File: src/rtl/l1_mmu_arbiter_if.sv
// l1_mmu_arbiter_if
//   Bundles the I-cache, D-cache and MMU line-port signals that meet at the
//   L1 MMU arbiter.
//   modport slave  : the arbiter side (takes cache requests, drives the MMU)
//   modport master : the environment side (caches + MMU), the mirror image
//   Signals:
//     ic_req_read/ic_req_addr           I-cache refill request
//     ic_done/ic_read_data              completion back to the I-cache
//     dc_req_read/dc_req_write          D-cache request type (level)
//     dc_req_addr/dc_write_data         D-cache request address / write line
//     dc_done/dc_read_data              completion back to the D-cache
//     mmu_req_read/mmu_req_write        forwarded request type
//     mmu_req_addr/mmu_write_data       forwarded (latched) address / data
//     mmu_done/mmu_read_data            MMU completion
//     arb_timeout                       sticky watchdog error
interface l1_mmu_arbiter_if #(
    parameter int ADDR_W = 32,
    parameter int LINE_W = 256
);
    logic              ic_req_read;
    logic [ADDR_W-1:0] ic_req_addr;
    logic              ic_done;
    logic [LINE_W-1:0] ic_read_data;
    logic              dc_req_read;
    logic              dc_req_write;
    logic [ADDR_W-1:0] dc_req_addr;
    logic [LINE_W-1:0] dc_write_data;
    logic              dc_done;
    logic [LINE_W-1:0] dc_read_data;
    logic              mmu_req_read;
    logic              mmu_req_write;
    logic [ADDR_W-1:0] mmu_req_addr;
    logic [LINE_W-1:0] mmu_write_data;
    logic              mmu_done;
    logic [LINE_W-1:0] mmu_read_data;
    logic              arb_timeout;

    modport slave (
        input  ic_req_read, ic_req_addr,
        input  dc_req_read, dc_req_write, dc_req_addr, dc_write_data,
        input  mmu_done, mmu_read_data,
        output ic_done, ic_read_data, dc_done, dc_read_data,
        output mmu_req_read, mmu_req_write, mmu_req_addr, mmu_write_data,
        output arb_timeout
    );

    modport master (
        output ic_req_read, ic_req_addr,
        output dc_req_read, dc_req_write, dc_req_addr, dc_write_data,
        output mmu_done, mmu_read_data,
        input  ic_done, ic_read_data, dc_done, dc_read_data,
        input  mmu_req_read, mmu_req_write, mmu_req_addr, mmu_write_data,
        input  arb_timeout
    );
endinterface

File: src/rtl/l1_mmu_arbiter.sv
// l1_mmu_arbiter
//   Shares the single MMU line port between the L1 I-cache (refill reads) and
//   the L1 D-cache (writebacks, refills, MMIO). The winner's request is
//   latched at grant and presented to the MMU from the latch; mmu_done and
//   mmu_read_data are routed combinationally to the current owner only.
//   A watchdog raises a sticky arb_timeout if a grant runs too long.
//   Ports:
//     sys_clk  single clock, all state on posedge
//     rst_n    asynchronous active-low reset
//     bus      l1_mmu_arbiter_if.slave (cache requests, MMU port, timeout)
//   Configuration macro: ARB_ROUND_ROBIN_EN
//     defined   : conflicts go to the requester that did not own the last
//                 completed transaction (writeback chaining still overrides)
//     undefined : fixed D-cache-over-I-cache priority
module l1_mmu_arbiter #(
    parameter int ADDR_W         = 32,
    parameter int LINE_W         = 256,
    parameter int TIMEOUT_CYCLES = 1024
) (
    input logic               sys_clk,
    input logic               rst_n,
    l1_mmu_arbiter_if.slave   bus
);
    typedef enum logic [1:0] {IDLE, GNT_I, GNT_D} state_e;

    state_e            state_q, state_d;
    logic [ADDR_W-1:0] addr_q, addr_d;
    logic [LINE_W-1:0] wdata_q, wdata_d;
    logic              is_write_q, is_write_d;
    logic              ic_req, dc_req, pick_d;
    logic              in_gnt, grant_entry;
    logic              timeout_hit, timeout_q;

    assign ic_req = bus.ic_req_read;
    assign dc_req = bus.dc_req_read | bus.dc_req_write;

`ifdef ARB_ROUND_ROBIN_EN
    // last_owner: 1 = D-cache owned the last completed transaction.
    // chain: set when a D write completes so the D refill that follows the
    // writeback beats a pending I-cache request in the next IDLE.
    logic last_owner_q, last_owner_d;
    logic chain_q, chain_d;

    assign pick_d = dc_req &&
                    (!ic_req || (chain_q && bus.dc_req_read) || !last_owner_q);

    always_comb begin
        last_owner_d = last_owner_q;
        chain_d      = chain_q;
        if (state_q == GNT_I && bus.mmu_done) begin
            last_owner_d = 1'b0;
        end
        if (state_q == GNT_D && bus.mmu_done) begin
            last_owner_d = 1'b1;
            chain_d      = is_write_q;
        end
        if (grant_entry) begin
            chain_d = 1'b0;
        end
    end

    always_ff @(posedge sys_clk or negedge rst_n) begin
        if (!rst_n) begin
            last_owner_q <= 1'b0;
            chain_q      <= 1'b0;
        end else begin
            last_owner_q <= last_owner_d;
            chain_q      <= chain_d;
        end
    end
`else
    // Fixed priority: D always wins, which also satisfies writeback chaining.
    assign pick_d = dc_req;
`endif

    // Next state and request latch
    always_comb begin
        state_d    = state_q;
        addr_d     = addr_q;
        wdata_d    = wdata_q;
        is_write_d = is_write_q;
        case (state_q)
            IDLE: begin
                if (pick_d) begin
                    state_d    = GNT_D;
                    addr_d     = bus.dc_req_addr;
                    wdata_d    = bus.dc_write_data;
                    is_write_d = bus.dc_req_write;   // write wins if both set
                end else if (ic_req) begin
                    state_d    = GNT_I;
                    addr_d     = bus.ic_req_addr;
                    wdata_d    = '0;
                    is_write_d = 1'b0;
                end
            end
            GNT_I, GNT_D: begin
                // Requests are not re-examined: a dropped request still completes.
                if (bus.mmu_done) begin
                    state_d = IDLE;
                end
            end
            default: state_d = IDLE;
        endcase
    end

    always_ff @(posedge sys_clk or negedge rst_n) begin
        if (!rst_n) begin
            state_q    <= IDLE;
            addr_q     <= '0;
            wdata_q    <= '0;
            is_write_q <= 1'b0;
        end else begin
            state_q    <= state_d;
            addr_q     <= addr_d;
            wdata_q    <= wdata_d;
            is_write_q <= is_write_d;
        end
    end

    assign in_gnt      = (state_q != IDLE);
    assign grant_entry = (state_q == IDLE) && (state_d != IDLE);

    // Watchdog
    if (TIMEOUT_CYCLES > 0) begin : g_wdog
        localparam int CNT_W = $clog2(TIMEOUT_CYCLES + 1);
        logic [CNT_W-1:0] cnt_q, cnt_d;
        logic             to_d;

        // Combinational hit so the flag shows on the TIMEOUT_CYCLES-th grant cycle.
        assign timeout_hit = in_gnt && (cnt_q == CNT_W'(TIMEOUT_CYCLES - 1));

        always_comb begin
            cnt_d = cnt_q;
            to_d  = timeout_q | timeout_hit;
            if (grant_entry) begin
                cnt_d = '0;
            end else if (in_gnt && !bus.mmu_done && cnt_q != {CNT_W{1'b1}}) begin
                cnt_d = cnt_q + 1'b1;
            end
        end

        always_ff @(posedge sys_clk or negedge rst_n) begin
            if (!rst_n) begin
                cnt_q     <= '0;
                timeout_q <= 1'b0;
            end else begin
                cnt_q     <= cnt_d;
                timeout_q <= to_d;
            end
        end
    end else begin : g_no_wdog
        assign timeout_hit = 1'b0;
        assign timeout_q   = 1'b0;
    end

    // Outputs: MMU side from the latch, done/data only to the owner
    assign bus.mmu_req_read   = in_gnt && !is_write_q;
    assign bus.mmu_req_write  = in_gnt &&  is_write_q;
    assign bus.mmu_req_addr   = addr_q;
    assign bus.mmu_write_data = wdata_q;
    assign bus.ic_done        = (state_q == GNT_I) && bus.mmu_done;
    assign bus.dc_done        = (state_q == GNT_D) && bus.mmu_done;
    assign bus.ic_read_data   = bus.ic_done ? bus.mmu_read_data : '0;
    assign bus.dc_read_data   = bus.dc_done ? bus.mmu_read_data : '0;
    assign bus.arb_timeout    = timeout_q | timeout_hit;
endmodule

File: src/flat_wrapper.sv
// flat-port wrapper written by rule: the top's interface ports become plain ports
module l1_mmu_arbiter_flat 
#(
    parameter int ADDR_W         = 32,
    parameter int LINE_W         = 256,
    parameter int TIMEOUT_CYCLES = 1024
)
  (sys_clk, rst_n, bus_ic_req_read, bus_ic_req_addr, bus_dc_req_read, bus_dc_req_write, bus_dc_req_addr, bus_dc_write_data, bus_mmu_done, bus_mmu_read_data, bus_ic_done, bus_ic_read_data, bus_dc_done, bus_dc_read_data, bus_mmu_req_read, bus_mmu_req_write, bus_mmu_req_addr, bus_mmu_write_data, bus_arb_timeout);
  l1_mmu_arbiter_if #(.ADDR_W(ADDR_W), .LINE_W(LINE_W)) bus_i ();
  input logic sys_clk;
  input logic rst_n;
  input wire logic [$bits(bus_i.ic_req_read)-1:0] bus_ic_req_read;
  input wire logic [$bits(bus_i.ic_req_addr)-1:0] bus_ic_req_addr;
  input wire logic [$bits(bus_i.dc_req_read)-1:0] bus_dc_req_read;
  input wire logic [$bits(bus_i.dc_req_write)-1:0] bus_dc_req_write;
  input wire logic [$bits(bus_i.dc_req_addr)-1:0] bus_dc_req_addr;
  input wire logic [$bits(bus_i.dc_write_data)-1:0] bus_dc_write_data;
  input wire logic [$bits(bus_i.mmu_done)-1:0] bus_mmu_done;
  input wire logic [$bits(bus_i.mmu_read_data)-1:0] bus_mmu_read_data;
  output wire logic [$bits(bus_i.ic_done)-1:0] bus_ic_done;
  output wire logic [$bits(bus_i.ic_read_data)-1:0] bus_ic_read_data;
  output wire logic [$bits(bus_i.dc_done)-1:0] bus_dc_done;
  output wire logic [$bits(bus_i.dc_read_data)-1:0] bus_dc_read_data;
  output wire logic [$bits(bus_i.mmu_req_read)-1:0] bus_mmu_req_read;
  output wire logic [$bits(bus_i.mmu_req_write)-1:0] bus_mmu_req_write;
  output wire logic [$bits(bus_i.mmu_req_addr)-1:0] bus_mmu_req_addr;
  output wire logic [$bits(bus_i.mmu_write_data)-1:0] bus_mmu_write_data;
  output wire logic [$bits(bus_i.arb_timeout)-1:0] bus_arb_timeout;
  assign bus_i.ic_req_read = bus_ic_req_read;
  assign bus_i.ic_req_addr = bus_ic_req_addr;
  assign bus_i.dc_req_read = bus_dc_req_read;
  assign bus_i.dc_req_write = bus_dc_req_write;
  assign bus_i.dc_req_addr = bus_dc_req_addr;
  assign bus_i.dc_write_data = bus_dc_write_data;
  assign bus_i.mmu_done = bus_mmu_done;
  assign bus_i.mmu_read_data = bus_mmu_read_data;
  assign bus_ic_done = bus_i.ic_done;
  assign bus_ic_read_data = bus_i.ic_read_data;
  assign bus_dc_done = bus_i.dc_done;
  assign bus_dc_read_data = bus_i.dc_read_data;
  assign bus_mmu_req_read = bus_i.mmu_req_read;
  assign bus_mmu_req_write = bus_i.mmu_req_write;
  assign bus_mmu_req_addr = bus_i.mmu_req_addr;
  assign bus_mmu_write_data = bus_i.mmu_write_data;
  assign bus_arb_timeout = bus_i.arb_timeout;
  l1_mmu_arbiter #(.ADDR_W(ADDR_W), .LINE_W(LINE_W), .TIMEOUT_CYCLES(TIMEOUT_CYCLES)) u_core (.sys_clk(sys_clk), .rst_n(rst_n), .bus(bus_i));
endmodule
File: config.mk
export PLATFORM = sky130hd
export DESIGN_NAME = l1_mmu_arbiter_flat
export DESIGN_NICKNAME = d
export VERILOG_FILES = /design/src/rtl/l1_mmu_arbiter_if.sv /design/src/rtl/l1_mmu_arbiter.sv /design/src/flat_wrapper.sv
export SDC_FILE = /design/constraint.sdc
export NUM_CORES = 1
export LEC_CHECK = 0
export BUFFER_PORTS_ARGS = -buffer_cell sky130_fd_sc_hd__buf_2
export CAP_MARGIN = 20
export CORE_AREA = 2 2 546 548
export CTS_BUF_LIST = sky130_fd_sc_hd__clkbuf_8
export CTS_CLUSTER_DIAMETER = 100
export DETAILED_ROUTE_END_ITERATION = 12
export DIE_AREA = 0 0 548 550
export GPL_TIMING_DRIVEN = 0
export PLACE_DENSITY_LB_ADDON = 0.1
export SLEW_MARGIN = 20
export SYNTH_ARGS = -nofsm -noshare
export SYNTH_HDL_FRONTEND = slang
export SYNTH_SLANG_ARGS = --single-unit
File: constraint.sdc
create_clock -name sys_clk -period 5.07 [get_ports sys_clk]
set_clock_uncertainty 0.1 [all_clocks]
set_input_delay 0.507 -clock sys_clk [delete_from_list [all_inputs] [get_ports sys_clk]]
set_output_delay 0.507 -clock sys_clk [all_outputs]
set_load 0.02 [all_outputs]
* Word level (Yosys, flattened, before mapping)
Index checks and enable logic that the tools add are counted.
** Word-level totals
- Register bits after elaboration :: 303
- Word-level logic and storage cells :: 44
- Input bits :: 582
- Output and inout port bits :: 805
** Operators by class
- Reductions and logical operators :: 17
- Muxes and demuxes :: 14
- Equality and inequality tests :: 4
- Bitwise operators :: 2
- $add $sub $neg :: 1
** Operators by type and width (number)
- 2-to-1 mux 256 bit :: 4
- 2-to-1 mux 32 bit :: 2
- 2-to-1 mux 11 bit :: 2
- adder 11 x 1 -> 11 bit (second input constant) :: 1
- equality test 11 x 10 -> 1 bit (second input constant) :: 1
- inequality test 11 bit (second input constant) :: 1
- logical AND 1 bit :: 8
- nonzero test 2 bit :: 4
- 2-to-1 mux 2 bit :: 3
- one-hot mux 2 bit (2 select lines) :: 1
- equality test 2 x 1 -> 1 bit (second input constant) :: 1
- equality test 2 bit (second input constant) :: 1
- logical NOT 1 bit :: 2
- logical NOT 2 bit :: 1
- 2-to-1 mux 1 bit :: 2
- bitwise OR 1 bit :: 2
- AND reduction 2 bit :: 1
- OR reduction 2 bit :: 1

* Logic depth before layout (Yosys ltp)
Gate-level depths: netlist of the first run.
- Word-level depth :: 6
- Gate-level depth with buffers :: 8
- Mapped depth without buffers :: 7

* Worst setup path before layout of the first run
OpenSTA, ideal clock, no wires.
- Kind :: input-to-output
- From :: input port bus_mmu_done
- To :: output port bus_ic_read_data[100]
- Cell stages on the path :: 4
- Setup slack :: 2.943 ns
- Data required time :: 4.463 ns
- Path buffers :: 3
- Arrival :: 1.520 ns
- Cells stage by stage :: clkbuf_1 > clkbuf_1 > clkbuf_1 > and3_1
** On the way
- Word-level cells in the longest chain between the ends :: 2
** RTL lines
- start: declaration :: line flat_wrapper.sv:18 : input wire logic [$bits(bus_i.mmu_done)-1:0] bus_mmu_done;
- logical AND 1 bit :: line l1_mmu_arbiter.sv:161 : assign bus.ic_done = (state_q == GNT_I) && bus.mmu_done;
- 2-to-1 mux 256 bit :: line l1_mmu_arbiter.sv:163 : assign bus.ic_read_data = bus.ic_done ? bus.mmu_read_data : '0;
- end: declaration :: line flat_wrapper.sv:21 : output wire logic [$bits(bus_i.ic_read_data)-1:0] bus_ic_read_data;
Every way passes these cells.

* Worst setup path after layout of the first run
- From :: register u_core.state_q[0]
- To :: output port bus_dc_read_data[152]
** On the way
- Word-level cells in the longest chain between the ends :: 3
** RTL lines
- start: declaration :: line l1_mmu_arbiter.sv:26 : state_e state_q, state_d;
- start signal: assignment :: line l1_mmu_arbiter.sv:113 : state_q <= state_d;
- equality test 2 bit :: line l1_mmu_arbiter.sv:162 : assign bus.dc_done = (state_q == GNT_D) && bus.mmu_done;
- logical AND 1 bit :: line l1_mmu_arbiter.sv:162
- 2-to-1 mux 256 bit :: line l1_mmu_arbiter.sv:164 : assign bus.dc_read_data = bus.dc_done ? bus.mmu_read_data : '0;
- end: declaration :: line flat_wrapper.sv:23 : output wire logic [$bits(bus_i.dc_read_data)-1:0] bus_dc_read_data;
Every way passes these cells.

==> reports/metrics.yaml, run 1 <==
min_period_over_period_pct: 85.4
crit_top_cell: "clkbuf_1"
hp-start: "bus_ic_req_addr[9]"
topRoutingLayerUsed: "met5"
dp.cells: 6754
io_buffers: 1386
switching_power_mw: 7.83
ys_seq_elements: 303
vias_per_cell: 2.80
cts_tree: "built"
syn-cell-area_mm2: 0.0149
fillerInstances: 34500
p_int_mw: 7.71
hold_viol_final: 0
cts_resized: 0
met2_length_um: 96800
clkSinkCount: 303
synthSimpleGateAreaFrac_pct: 23.7
clk_latency_ns: 0.68
clockPowerShare_pct: 18.5
final_common_cell: "buf_2"
clockBufferDepth: 3
combinationalPowerShare_pct: 54.3
cp.arrival_ns: 3.72
min_to: "u_core.bus.mmu_req_addr[9]$_DFFE_PN0P_"
cp-end-kind: "output port"
cp.buffers_inverters: 4
avgSynthCellArea_um2: 10.5
synth_mux_area_share_pct: 2.22
ys_warn_count: 0
power.share.switching_pct: 50.4
rows: 200
gr-usage-all-layers_pct: 11.7
synth_cells: 1421
synth_top_family_by_area: "simple AND/OR/NAND/NOR gates"
synth_edf_count: 0
rsz0062_at_grt: "no"
synthFlopType: "dfrtp_1"
final_cell_mix: "buf_2 (1443), and3_1 (512), dlygate4sd3_1 (305)"
cts_root_buf: "clkbuf_8"
hold_slack_ns: 0.0901
path_class: "reg2out"
period_needed_ns: 4.33
grt_overflow: 0
area_growth_pct: 111
setup_ws_ns: 0.738
met1Wirelength_um: 67100
outcome: "finished clean"
synth_compound_area_share_pct: 16.9
htree_levels: 3
setup_viol: 0
maxCapViolations: 0
reg2reg_to: "u_core.bus.mmu_write_data[183]$_DFFE_PN0P_"
yosysUniqueCellTypes: 31
synth_xor_xnor_area_share_pct: 0.471
met3_wirelength_um: 15600
core_mm2: 0.296
whs_path_depth: 3
leakagePower_nw: 17.1
critical_path_depth: 6
io_pins: 1387
power_density_mw_per_mm2: 494
numCtsBuffers: 66
die_w_um: 548
seq_area_frac_synth_pct: 51.0
r2r_setup_slack_ns: 1.85
drtIter0Drc: 879
power_frac_seq_pct: 27.1
fmax_mhz: 231
vdd_drop_max_uv: 231
slowest_stage: "ha_1"
wl_um: 184000
drtPass1Iterations: 5
dp_slack_ns: 1.02
fin_cells: 7211
die_area_mm2: 0.301
die_height_um: 550
ant_nets: 0
async_reset_ff_share_pct: 100
critPathMaxStageDelay_ns: 0.62
startpoint_type: "flop"
place_congestion: 0.844
path_cells: "inv_1, ha_1, clkbuf_1, clkbuf_1, and3_1, buf_2"
worst_pin_slew_ns: 1.07
cp_top_family: "buffers and inverters"
drc: 0
required_ns: 4.46
dp_hpwl_um: 163000
syn_nets: 2009
vias: 20200
antenna_found_initial: 122
cp_max_fo: 10
first_global_vias: 21900
worstHoldPathType: "in2reg"
synth_fa_ha_area_share_pct: 0.505
nNetsFinal: 3776
avgRoutedWirePerCell_um: 25.6
start_util_pct: 5.03
r2r_cells: 7
grt_max_degree: 75
drive_gt1_share_pct: 48.2
clkTransAtPathRegs_ns: 0.06
grt_pass1_wl_um: 233000
relSlewSlack_pct: 29.0
reg2reg_from: "u_core.state_q[0]$_DFF_PN0_"
drv_slew: 0
[final cells by class]
cell class                 instances  area [um2]  area share (%)
tap                             3939        4930            15.7
inverter                           6        22.5          0.0716
sequential                       303        7580            24.1
timing repair buffer            1699       10200            32.4
clock inverter                    29         184           0.585
antenna                           40         100           0.318
clock buffer                      83        1140            3.63
multi-input combinational        931        6530            20.8
buffer                           181         762            2.42
[per-layer routing]
metal | global-route usage [%] | vias to the layer above
met3 | 4.00 | 270
li1 | - | 8876
met4 | 2.70 | 12
met1 | 12.2 | 9848
met5 | 0 | -
met2 | 22.1 | 1175
[worst min-delay path: cells and delay by family]
| kind | cells | cell delay [ns] |
|---|---|---|
| compound gates | 1 | 0.16 |
| mux | 1 | 0.07 |
| buf+inv | 1 | 0.07 |
[repair_timing]
item,CTS,global route
hold endpoints to repair,439,0
endpoints found under the setup margin,0,0
hold buffers,305,0
setup buffers,0,0
[stage by stage]
step	TNS (ns)	area [um2]	utilization [%]	total power, mW
after floorplan	0	14900	-	8.30
after global placement	-1289.57	26700	9.05	12.9
after detailed placement	0	27000	9.13	12.8
after CTS	0	31300	10.6	16.1
after global routing	0	31400	10.6	16.7
final	0	31400	10.6	15.5
[state kept, by name, indices dropped and copies added (netlist names)]
register,cells
u_core.timeout_q,1
u_core.bus.mmu_write_data,256
u_core.is_write_q,1
u_core.state_q,2
u_core.g_wdog.cnt_q,11
u_core.bus.mmu_req_addr,32
[worst max-delay path by stage]
stage	startpoint	slack (ns)	endpoint
after floorplan	bus_mmu_done	2.94	bus_ic_read_data[100]
after global placement	rst_n	-4.44	u_core.bus.mmu_req_addr[15]$_DFFE_PN0P_
after detailed placement	bus_mmu_done	1.02	bus_dc_read_data[4]
after CTS	u_core.state_q[1]$_DFF_PN0_	0.34	bus_ic_read_data[137]
after global routing	u_core.state_q[0]$_DFF_PN0_	0.29	bus_dc_read_data[35]
final	u_core.state_q[0]$_DFF_PN0_	0.74	bus_dc_read_data[152]
[Yosys cell counts, types with 2 or more instances]
cell type	instances	share of area (%)
nand3_1	3	0.10
dfrtp_1	303	51
and2_1	2	0.084
and3_1	512	22
nor2b_1	4	0.17
a21oi_1	3	0.10
nor2_1	16	0.40
nor3_1	5	0.17
o21ai_0	34	1.1
mux2i_1	33	2.2
nor2_2	2	0.084
ha_1	6	0.50
a22o_1	257	15
buf_2	58	2.0
nand2_1	34	0.86
xnor2_1	7	0.41
clkbuf_1	123	3.1
inv_1	6	0.15
[power groups by stage]
| stage | combinational (mW) | sequential, mW | clock (mW) |
|---|---|---|---|
| global placement | 8.60 | 4.27 | 0 |
| floorplan | 2.84 | 5.46 | 0 |
| CTS | 8.78 | 4.24 | 3.09 |
| global route | 9.13 | 4.37 | 3.18 |
| detailed placement | 8.60 | 4.21 | 0 |
| finish | 8.44 | 4.22 | 2.88 |
[cell families (layout without fill, tap and decap cells)]
family | count (synthesis) | in the layout
multiplexers | 33 | 33
other | 0 | 40
AO/OA/AOI/OAI | 301 | 301
flip-flops | 303 | 303
buffers and inverters | 187 | 1998
AND/OR/NAND/NOR | 583 | 583
adder cells (fa/ha/maj) | 6 | 6
XOR/XNOR | 8 | 8
Note: power is estimated with default switching activity, not from simulation.
==> inputs of run 2 (changes only) <==
--- a/config.mk
+++ b/config.mk
@@ -5,13 +5,14 @@
 export SDC_FILE = /design/constraint.sdc
 export NUM_CORES = 1
 export LEC_CHECK = 0
+export ABC_AREA = 1
 export BUFFER_PORTS_ARGS = -buffer_cell sky130_fd_sc_hd__buf_2
 export CAP_MARGIN = 20
-export CORE_AREA = 2 2 546 548
+export CORE_AREA = 2 2 547 549
 export CTS_BUF_LIST = sky130_fd_sc_hd__clkbuf_8
 export CTS_CLUSTER_DIAMETER = 100
 export DETAILED_ROUTE_END_ITERATION = 12
-export DIE_AREA = 0 0 548 550
+export DIE_AREA = 0 0 549 551
 export GPL_TIMING_DRIVEN = 0
 export PLACE_DENSITY_LB_ADDON = 0.1
 export SLEW_MARGIN = 20
==> run 2 against run 1 <==
Fmax is 1.4% higher. Critical endpoint is now bus_ic_read_data[29]. Global-route usage is 5.1 points higher. Worst hold slack better by 0.073 ns. Synthesized cell count is 58% higher. Synthesized area is 6.6% higher. Non-clock buffer count is 10 lower. Power is 7.8% higher. Via count is 16% higher. Critical path type unchanged. Sequential cell count stayed put. Setup slack better by 0.059 ns. Combinational power is 9.4% higher. Register-to-register slack worse by 0.06 ns.
==> reports/metrics.yaml, run 2 <==
outcome: "finished clean"  # unchanged
final_common_cell: "buf_2"  # unchanged
clk_latency_ns: 0.77  # was 0.68 ns
cp-end-kind: "output port"  # unchanged
vias: 23500  # was 20200
avgSynthCellArea_um2: 7.04  # was 10.5 um2
min_period_over_period_pct: 84.3  # was 85.4%
rows: 200  # unchanged
cts_resized: 0  # unchanged
io_buffers: 1386  # unchanged
drv_slew: 0  # unchanged
worst_pin_slew_ns: 0.995  # was 1.07 ns
start_util_pct: 5.35  # was 5.03%
clkSinkCount: 303  # unchanged
grt_max_degree: 69  # was 75
cp_max_fo: 10  # unchanged
seq_area_frac_synth_pct: 47.8  # was 51.0%
synth_cells: 2251  # was 1421
rsz0062_at_grt: "no"  # unchanged
clockBufferDepth: 3  # unchanged
synthFlopType: "dfrtp_1"  # unchanged
avgRoutedWirePerCell_um: 32.0  # was 25.6 um
finalSetupTns_ns: 0  # unchanged
drive_gt1_share_pct: 38.4  # was 48.2%
die_area_mm2: 0.302  # was 0.301 mm2
syn_nets: 2839  # was 2009
drtPass1Iterations: 6  # was 5
maxCapViolations: 0  # unchanged
gr-usage-met3_pct: 9.81  # was 4.00%
fin_cells: 8206  # was 7211
largest_reg_flops: 256  # unchanged
first_global_vias: 24900  # was 21900
yosysUniqueCellTypes: 26  # was 31
grt_busiest_layer: "met2"  # unchanged
synth_commonest_cells: "nor2_1 (567), inv_1 (539), dfrtp_1 (303)"  # was and3_1 (512), dfrtp_1 (303), a22o_1 (257)
path_cells: "inv_1, ha_1, nand2_1, clkbuf_1, clkbuf_1, nor2_1, buf_2"  # was inv_1, ha_1, clkbuf_1, clkbuf_1, and3_1, buf_2
drtIter0Drc: 1150  # was 879
whs_path_depth: 5  # was 3
cp.arrival_ns: 3.67  # was 3.72 ns
required_ns: 4.46  # about the same
dp_hpwl_um: 235000  # was 163000 um
path_class: "reg2out"  # unchanged
fin_util_pct: 11.2  # was 10.6%
dp_slack_ns: 1.58  # was 1.02 ns
synth_area_leaders: "dfrtp_1 (48%), nor2_1 (13%), inv_1 (13%), nand3_1 (8.4%), o21ai_0 (8.0%)"  # was dfrtp_1 (51%), and3_1 (22%), a22o_1 (15%), clkbuf_1 (3.1%), mux2i_1 (2.2%)
dp.cells: 7581  # was 6754
worstHoldPathType: "in2reg"  # unchanged
critPathMaxStageDelay_ns: 0.68  # was 0.62 ns
vias_per_cell: 2.86  # was 2.80
synth_top_area_share_pct: 47.8  # was 51.0%
ant_nets: 0  # unchanged
syn-cell-area_mm2: 0.0159  # was 0.0149 mm2
cts_root_buf: "clkbuf_8"  # unchanged
clkTransAtPathRegs_ns: 0.06  # about the same
reg2reg_from: "u_core.state_q[1]$_DFF_PN0_"  # was u_core.state_q[0]$_DFF_PN0_
fmax_mhz: 234  # was 231 MHz
r2r_setup_slack_ns: 1.79  # was 1.85 ns
gr-usage-all-layers_pct: 16.8  # was 11.7%
leakagePower_nw: 17.6  # was 17.1 nW
io_pins: 1387  # unchanged
power_density_mw_per_mm2: 506  # was 494 mW/mm2
r2r_cells: 9  # was 7
slowest_stage: "clkbuf_1"  # was ha_1
antenna_found_initial: 205  # was 122
min_to: "u_core.state_q[0]$_DFF_PN0_"  # was u_core.bus.mmu_req_addr[9]$_DFFE_PN0P_
area_growth_pct: 109  # was 111%
ys_seq_elements: 303  # unchanged
die_w_um: 549  # was 548 um
hp-start: "bus_ic_req_read"  # was bus_ic_req_addr[9]
synth_top_cell_by_area: "dfrtp_1"  # unchanged
vdd_drop_max_uv: 155  # was 231 uV
startpoint_type: "flop"  # unchanged
async_reset_ff_share_pct: 100  # unchanged
die_height_um: 551  # was 550 um
place_congestion: 0.917  # was 0.844
grtUsageMet1_pct: 16.5  # was 12.2%
setup_viol: 0  # unchanged
cts_tree: "built"  # unchanged
core_mm2: 0.296  # about the same
crit_top_cell: "clkbuf_1"  # unchanged
drc: 0  # unchanged
synth_edf_count: 0  # unchanged
numCtsBuffers: 78  # was 66
grt_pass1_wl_um: 317000  # was 233000 um
grtUsageMet2_pct: 28.6  # was 22.1%
period_needed_ns: 4.27  # was 4.33 ns
nNetsFinal: 4635  # was 3776
htree_levels: 3  # unchanged
setup_ws_ns: 0.798  # was 0.738 ns
relSlewSlack_pct: 33.7  # was 29.0%
hold_viol_final: 0  # unchanged
ys_warn_count: 0  # unchanged
yosysMostFrequentCell: "nor2_1"  # was and3_1
wl_um: 263000  # was 184000 um
final_cell_mix: "buf_2 (1444), nor2_1 (567), inv_1 (566)"  # was buf_2 (1443), and3_1 (512), dlygate4sd3_1 (305)
grt_overflow: 0  # unchanged
reg2reg_to: "u_core.bus.mmu_req_addr[6]$_DFFE_PN0P_"  # was u_core.bus.mmu_write_data[183]$_DFFE_PN0P_
==> run 2: worst max-delay path by stage <==
stage | from | end | slack [ns] | depth (start not counted)
2_1_floorplan | u_core.g_wdog.cnt_q[0]$_DFFE_PN0P_ | bus_arb_timeout | 2.96 | 5
3_3_place_gp | rst_n | u_core.bus.mmu_req_addr[21]$_DFFE_PN0P_ | -4.95 | 1
3_5_place_dp | u_core.state_q[1]$_DFF_PN0_ | bus_ic_read_data[135] | 1.58 | 7
4_1_cts | u_core.state_q[1]$_DFF_PN0_ | bus_ic_read_data[135] | 0.62 | 7
5_1_grt | u_core.state_q[1]$_DFF_PN0_ | bus_ic_read_data[29] | 0.65 | 7
6_report | u_core.state_q[1]$_DFF_PN0_ | bus_ic_read_data[29] | 0.80 | 7
==> run 2: where the power goes <==
group | internal, mW | switching [mW]
clock network | 1.80 | 1.57
logic | 2.36 | 6.87
registers | 3.53 | 0.614
==> run 2: per-layer routing <==
metal	vias to the layer above	routed length, um
li1	10600	-
met1	11100	90500
met2	1327	126000
met3	429	34000
met4	82	12000
met5	-	547
==> run 2: kinds of logic (layout without fill, tap and decap cells) <==
group	Yosys count	count (layout)	synth area share (%)
fa+ha+maj	6	6	0.473
xor+xnor	1	1	0.0552
simple gates	952	952	24.9
other cells	0	165	0
flops	303	303	47.8
buf+inv	695	2546	17.1
compound gates	294	294	9.63
==> run 2: worst max-delay path: cells and delay by family, from the launching register on <==
kind | cells | cell delay, ns
adders and majority gates | 1 | 0.18
buffers and inverters | 4 | 1.61
DFF | 1 | 0.44
and+or+nand+nor | 2 | 0.65
==> run 2: what timing repair did <==
| action | CTS | global route |
|---|---|---|
| setup buffers | 0 | 0 |
| hold buffers | 325 | 0 |
| hold endpoints to repair | 369 | 0 |
==> run 2: cell type report <==
type	instances	area [um2]
flip-flops and latches	303	7580
clock inverters	41	299
repair buffers	1716	10300
clock buffers	94	1290
diodes	165	413
fillers	35200	263000
well taps	3939	4930
multi-input cells	1253	5570
plain buffers	154	679
inverters	541	2030
==> run 2: metrics by stage <==
step / hold WS (ns) / area, um2 / total power [mW]
2_1_floorplan: 0.111 / 15900 / 8.10
3_3_place_gp: 0.404 / 27700 / 13.4
3_5_place_dp: 0.240 / 27900 / 13.3
4_1_cts: 0.00124 / 32700 / 17.4
5_1_grt: 0.0518 / 32900 / 18.1
6_report: 0.163 / 33100 / 16.8
